File: src/rtl/adder_op_sequencer.sv
// Handshaked wrapper around the CLA adder: registers one operand triple, waits a
// fixed settle budget, then holds the captured result until the consumer takes it.
module adder_op_sequencer #(
  parameter int WIDTH         = 32,
  parameter int SETTLE_CYCLES = 2,
  parameter int CNT_W         = 16
) (
  input  logic             clk,
  input  logic             rst_n,
  input  logic             in_valid,
  output logic             in_ready,
  input  logic [WIDTH-1:0] in_a,
  input  logic [WIDTH-1:0] in_b,
  input  logic             in_cin,
  output logic [WIDTH-1:0] add_a,
  output logic [WIDTH-1:0] add_b,
  output logic             add_cin,
  input  logic [WIDTH-1:0] add_sum,
  input  logic             add_cout,
  input  logic             add_of,
  output logic             out_valid,
  input  logic             out_ready,
  output logic [WIDTH-1:0] out_sum,
  output logic             out_cout,
  output logic             out_of,
  input  logic             clear_stats,
  output logic [CNT_W-1:0] op_count,
  output logic [CNT_W-1:0] ovf_count
);

  typedef enum logic [1:0] {IDLE, SETTLE, DONE} state_t;

  localparam logic [3:0] SETTLE_LOAD = 4'(SETTLE_CYCLES - 1);

  state_t     state, state_nxt;
  logic [3:0] settle_cnt;
  logic       accept, capture, handshake;

  function automatic logic [CNT_W-1:0] sat_inc(input logic [CNT_W-1:0] v);
    return (&v) ? v : v + {{(CNT_W-1){1'b0}}, 1'b1};
  endfunction

  assign in_ready = (state == IDLE);

  always_ff @(posedge clk or negedge rst_n) begin
    if (!rst_n) state <= IDLE;
    else        state <= state_nxt;
  end

  always_comb begin
    state_nxt = state;
    accept    = 1'b0;
    capture   = 1'b0;
    handshake = 1'b0;
    unique case (state)
      IDLE: begin
        if (in_valid) begin
          accept    = 1'b1;
          state_nxt = SETTLE;
        end
      end
      SETTLE: begin
        if (settle_cnt == 4'd0) begin
          capture   = 1'b1;
          state_nxt = DONE;
        end
      end
      DONE: begin
        if (out_ready) begin
          handshake = 1'b1;
          state_nxt = IDLE;
        end
      end
      default: state_nxt = IDLE;
    endcase
  end

  // Launch stage: operands stay parked on the adder inputs until the next accept
  always_ff @(posedge clk or negedge rst_n) begin
    if (!rst_n) begin
      add_a   <= '0;
      add_b   <= '0;
      add_cin <= 1'b0;
    end else if (accept) begin
      add_a   <= in_a;
      add_b   <= in_b;
      add_cin <= in_cin;
    end
  end

  always_ff @(posedge clk or negedge rst_n) begin
    if (!rst_n)                                      settle_cnt <= 4'd0;
    else if (accept)                                 settle_cnt <= SETTLE_LOAD;
    else if (state == SETTLE && settle_cnt != 4'd0)  settle_cnt <= settle_cnt - 4'd1;
  end

  // Capture stage: result fields persist after the handshake; only out_valid drops
  always_ff @(posedge clk or negedge rst_n) begin
    if (!rst_n) begin
      out_sum   <= '0;
      out_cout  <= 1'b0;
      out_of    <= 1'b0;
      out_valid <= 1'b0;
    end else if (capture) begin
      out_sum   <= add_sum;
      out_cout  <= add_cout;
      out_of    <= add_of;
      out_valid <= 1'b1;
    end else if (handshake) begin
      out_valid <= 1'b0;
    end
  end

  always_ff @(posedge clk or negedge rst_n) begin
    if (!rst_n) begin
      op_count  <= '0;
      ovf_count <= '0;
    end else if (clear_stats) begin
      op_count  <= '0;
      ovf_count <= '0;
    end else if (handshake) begin
      op_count <= sat_inc(op_count);
      if (out_of) ovf_count <= sat_inc(ovf_count);
    end
  end

endmodule

File: config.mk
export PLATFORM = sky130hd
export DESIGN_NAME = adder_op_sequencer
export DESIGN_NICKNAME = d
export VERILOG_FILES = /design/src/rtl/adder_op_sequencer.sv
export SDC_FILE = /design/constraint.sdc
export NUM_CORES = 1
export LEC_CHECK = 0
export ABC_AREA = 1
export CAP_MARGIN = 15
export CORE_ASPECT_RATIO = 0.5
export CORE_MARGIN = 4
export CORE_UTILIZATION = 39
export CTS_CLUSTER_SIZE = 40
export DETAILED_ROUTE_END_ITERATION = 8
export GPL_TIMING_DRIVEN = 0
export PLACE_DENSITY_LB_ADDON = 0.15
export SETUP_SLACK_MARGIN = 0.3
export SYNTH_ARGS = -nofsm -noshare
export SYNTH_HDL_FRONTEND = slang
export SYNTH_SLANG_ARGS = --single-unit
File: constraint.sdc
create_clock -name clk -period 1.47 [get_ports clk]
set_input_delay 0.147 -clock clk [delete_from_list [all_inputs] [get_ports clk]]
set_output_delay 0.147 -clock clk [all_outputs]
set_load 0.01 [all_outputs]
== Word-level counts from Yosys, hierarchy flattened ==
Index checks and enable logic that the tools add are counted.
Storage, ports and cells
  flip-flop bits (word level): 138
  input bits: 104
  output and inout bits: 133
  logic and storage cells: 55
Operators by class
  $add $sub $neg: 3
  equality and inequality tests: 7
  muxes and demuxes: 21
  reductions and logical operators: 13
Operators by type and width (count)
  $mux W16: 7
  $add A16 B1 Y16 const B: 2
  $reduce_and A16 Y1: 2
  $ne A2 B2 Y1 const B: 5
  $mux W1: 8
  $mux W4: 2
  $reduce_bool A2 Y1: 4
  $mux W2: 3
  $pmux W2 S3: 1
  $reduce_and A3 Y1: 2
  $logic_not A4 Y1: 1
  $reduce_bool A4 Y1: 1
  $sub A4 B1 Y4 const B: 1
  $eq A2 B1 Y1 const B: 1
  $eq A2 B2 Y1 const B: 1
  $logic_not A2 Y1: 1
  $reduce_and A2 Y1: 1
  $logic_and A1 B1 Y1: 1

== Longest topological paths before layout ==
  depth in word-level cells: 5
  mapped depth: 10
  mapped depth without buffers: 9

== Least setup slack after synthesis ==
No wires, ideal clock.
  kind: register -> register
  start: register ovf_count[1]
  end: register ovf_count[15]
  setup time: 0.119 ns
  arrival: 1.409 ns
  data required time: 1.351 ns
  slack: -0.058 ns
  stages on the path, launching flop included: 9
  buffers on the path: 1
  clock period less this slack: 1.528 ns
  path through: dfrtp_1 ha_1 nand2_2 nor2_2 nand2_2 o21a_1 buf_2 nand4_1 nand2_1
On the way
  word-level cells in the longest chain between the ends: 5
  elaborated cells on any way between the ends: 8
  classes of those cells: 1 x add/sub; 1 x eq/ne; 4 x mux; 2 x reduce/logical
RTL lines
  start: declaration: RTL line 28  | output logic [CNT_W-1:0] ovf_count
  start signal: assignment: RTL line 123  | if (out_of) ovf_count <= sat_inc(ovf_count);
  $add A16 B1 Y16: RTL line 40  | return (&v) ? v : v + {{(CNT_W-1){1'b0}}, 1'b1};
  $mux W16: RTL line 40
  $mux W16: RTL line 123
  $mux W16: RTL line 121  | end else if (handshake) begin
  $mux W16: RTL line 118  | end else if (clear_stats) begin
Several ways; a longest one is shown, not always the timed one. The select of a mux whose other input is x is not followed.
A chain may end at the register's enable or synchronous reset.

== Worst setup path in the final report ==
  start: register settle_cnt[0]
  end: register out_sum[12]
On the way
  word-level cells in the longest chain between the ends: 3
RTL lines
  start: declaration: RTL line 36  | logic [3:0] settle_cnt;
  start signal: assignment: RTL line 94  | else if (state == SETTLE && settle_cnt != 4'd0) settle_cnt <= settle_cnt - 4'd1;
  $logic_not A4 Y1: RTL line 63  | if (settle_cnt == 4'd0) begin
  $mux W1: RTL line 63
  $mux W1: RTL line 55  | unique case (state)
  end signal: assignment: RTL line 105  | out_sum <= add_sum;
  end: declaration: RTL line 23  | output logic [WIDTH-1:0] out_sum,
No other way between the ends.

==> results.sh <==
export IMPL_power_density_nw_per_um2=1790
export IMPL_dieArea_sq_um=17900
export IMPL_fin_ws_ns=-0.0559
export IMPL_die_h_microns=96.6
export IMPL_cts_tree="done"
export IMPL_drtIter0Drc=327
export IMPL_crit_type="flop to flop"
export IMPL_yosysTopAreaCell="dfrtp_1"
export IMPL_crit_fanout=5
export IMPL_cts_buffer_depth=2
export IMPL_fin_crit_sh_pct=104
export IMPL_ys_flop_type="dfrtp_1"
export IMPL_portBuffers=235
export IMPL_gp_congestion=0.841
export IMPL_yosysWarnings=0
export IMPL_grt_max_degree=99
export IMPL_synth_edf_count=0
export IMPL_timing_fmax_ghz=0.655
export IMPL_vias=6278
export IMPL_chipWidth_microns=185
export IMPL_dp_hpwl_microns=12700
export IMPL_drv_cap=0
export IMPL_wl_met3_microns=1270
export IMPL_syn2layout_area_growth_pct=87.6
export IMPL_cts_buffers=17
export IMPL_cts_root_buf="clkbuf_16"
export IMPL_insertion_delay_ns=0.42
export IMPL_skew_ns=0.0150
export IMPL_cts_clk_slew_worst_paths_ns=0.07
export IMPL_final_net_count=1182
export IMPL_netlist_area_sq_um=6130
export IMPL_total_leakage_power_nw=5.72
export IMPL_drc=0
export IMPL_gr_total_overflow=0
export IMPL_synth_cells=683
export IMPL_worstHoldPathType="input port to flop"
export IMPL_grt_pass1_vias=6333
export IMPL_fin_util_pct=74.5
export IMPL_grt_pass1_wl_microns=32900
export IMPL_placed_cells=1123
export IMPL_synth_most_common_cell="nand2_1"
export IMPL_wl_microns=22100
export IMPL_seq_area_sq_um=3480
export IMPL_worstPathRequired_ns=1.77
export IMPL_relSlewSlack_pct=64.0
export IMPL_synth_nets=791
export IMPL_avgSynthCellArea_sq_um=8.97
export IMPL_io_pins=237
export IMPL_numClockSinks=138
export IMPL_endpoint_kind="flop"
export IMPL_worstMarginPinSlew_ns=0.540
export IMPL_wl_per_cell_microns=17.1
export IMPL_met1_length_microns=8900
export IMPL_synthTopCellsByCount="nand2_1, dfrtp_1, nor2_1, mux2_2, inv_1"
export IMPL_seq_area_frac_synth_pct=56.4
export IMPL_fin_crit_ns=1.53
export IMPL_drive_gt1_share_pct=54.5
export IMPL_startpoint_type="flop"
export IMPL_synthDistinctLibCells=28
export IMPL_cts_htree_levels=4
export IMPL_diodes=0
export IMPL_hold_violations=0
export IMPL_start_util_pct=39.7
export IMPL_peakVddDrop_v=0.00115
export IMPL_synth_top_area_share_pct=56.4
export IMPL_slew_viol_final=0
export IMPL_grt_setup_unrepaired="true"
export IMPL_netlist_top_cells_area="dfrtp_1, nand2_1, mux2_2"
export IMPL_arrival_ns=1.83
export IMPL_antenna_found_initial=0
export IMPL_vias_per_cell=4.86
export IMPL_synth_seq_cells=138
export IMPL_violations="negative setup slack"
export IMPL_fillers=1042
export IMPL_firstDrtPassIters=7
export IMPL_rows=32
export IMPL_ant_nets=0
export IMPL_setup_violations=40
export IMPL_top_layer="met4"
export IMPL_status="complete, but fails checks"
export IMPL_async_flop_share_pct=100
export IMPL_core_area_sq_um=15400
export IMPL_multi_input_area_sq_um=3310
export IMPL_layoutNonFillerInstCount=1291
export IMPL_grt_usage_pct=22.9
export IMPL_wl_met2_microns=11500
cells in the final DEF, fill, tap and decap left out, types with 4 or more instances in the layout:
master,netlist,routed
nand2_4,2,41
mux2_4,0,13
dfrtp_2,0,20
buf_2,8,113
nand3_1,23,21
nand2_2,6,114
dfrtp_1,138,118
inv_6,0,5
inv_8,0,5
clkbuf_8,0,6
o21ai_2,8,15
clkdlybuf4s50_1,0,101
clkbuf_16,0,29
nor2_1,44,26
buf_8,0,13
inv_1,26,20
clkinvlp_4,0,4
o21ai_1,2,8
buf_16,0,7
mux2_2,33,20
nand4_1,17,17
buf_6,6,61
nand2_1,306,157
buf_4,0,68
nor2_2,3,9
inv_2,1,5
nor2_4,4,16
xor2_1,5,5
o21bai_1,9,9
buf_12,0,9
what timing repair did:
action	in CTS	in global routing
hold buffers	1	0
buffers inserted	80	33
setup endpoints to repair	269	267
resized for setup	696	217
endpoints found under the hold margin	40	0
gates cloned	16	6
pin swaps	35	55
metal layers:
metal | vias to the layer above | track usage [%]
met3 | 30 | 6.69
li1 | 2972 | -
met1 | 3090 | 27.6
met2 | 186 | 40.0
met5 | - | 0
met4 | 0 | 6.65
state kept, by name (all words and copies together) (netlist names):
signal      flops
add_a          32
settle_cnt      4
out_cout        1
out_of          1
out_sum        32
state           2
add_b          32
ovf_count      16
out_valid       1
op_count       16
add_cin         1
through the flow:
step           setup slack, ns  TNS, ns  total power, W  hold slack (ns)  cell area [sq um]
2_1_floorplan         -0.00996  -0.0852         0.00939           -0.149               6280
3_3_place_gp             -6.00  -763.12          0.0132            0.461               8880
3_5_place_dp            -0.310    -5.06          0.0134            0.105               8910
4_1_cts                0.00502        0          0.0186            0.161              10500
5_1_grt                -0.0866    -3.54          0.0216            0.210              11500
6_report               -0.0559   -0.906          0.0205            0.189              11500
path summary, 6_finish.rpt:
path                                            from                   endpoint  cells after the start  slack (ns)
max                        settle_cnt[0]$_DFFE_PN0P_    out_sum[12]$_DFFE_PN0P_                      6       -0.06
min reg2reg                     add_a[8]$_DFFE_PN0P_       add_a[8]$_DFFE_PN0P_                      2        0.48
max in group asynchronous                      rst_n       add_b[5]$_DFFE_PN0P_                      3        0.56
max reg2reg                settle_cnt[0]$_DFFE_PN0P_    out_sum[12]$_DFFE_PN0P_                      6       -0.06
min                                      clear_stats    op_count[7]$_DFFE_PN0P_                      4        0.19
min in group asynchronous                      rst_n  ovf_count[13]$_DFFE_PN0P_                      2        0.24
report_power, final:
part	leakage [nW]	switching, W	internal (W)
Clock	0.278	0.00188	0.00245
Combinational	3.74	0.00469	0.00526
Sequential	1.70	0.000971	0.00528
Total	5.72	0.00755	0.0130
worst max-delay path, cell delays in order (launching register included):
cell       delay [ns]
dfrtp_1          0.42
inv_2            0.11
ha_4             0.16
nand3_4          0.12
buf_6            0.16
clkbuf_16        0.15
mux2_4           0.29
cells by family (layout without fill, tap and decap cells):
group,after synthesis,after routing,share of synthesized area (%)
AOI/OAI and AO/OA,42,43,4.45
muxes,33,33,6.07
and+or+nand+nor,409,409,27.5
DFF,138,138,56.4
buffers and inverters,52,455,4.08
adders and majority gates,4,4,0.817
xor gates and xnor gates,5,5,0.715
final cells by class:
cell class,count,area share (%)
plain buffers,24,3.53
clock buffers,18,3.82
clock inverters,14,1.30
multi-input cells,494,28.8
repair buffers,371,29.1
well taps,204,2.22
inverters,28,1.00
flip-flops and latches,138,30.3
No activity file was read; power rests on OpenSTA's default activity.
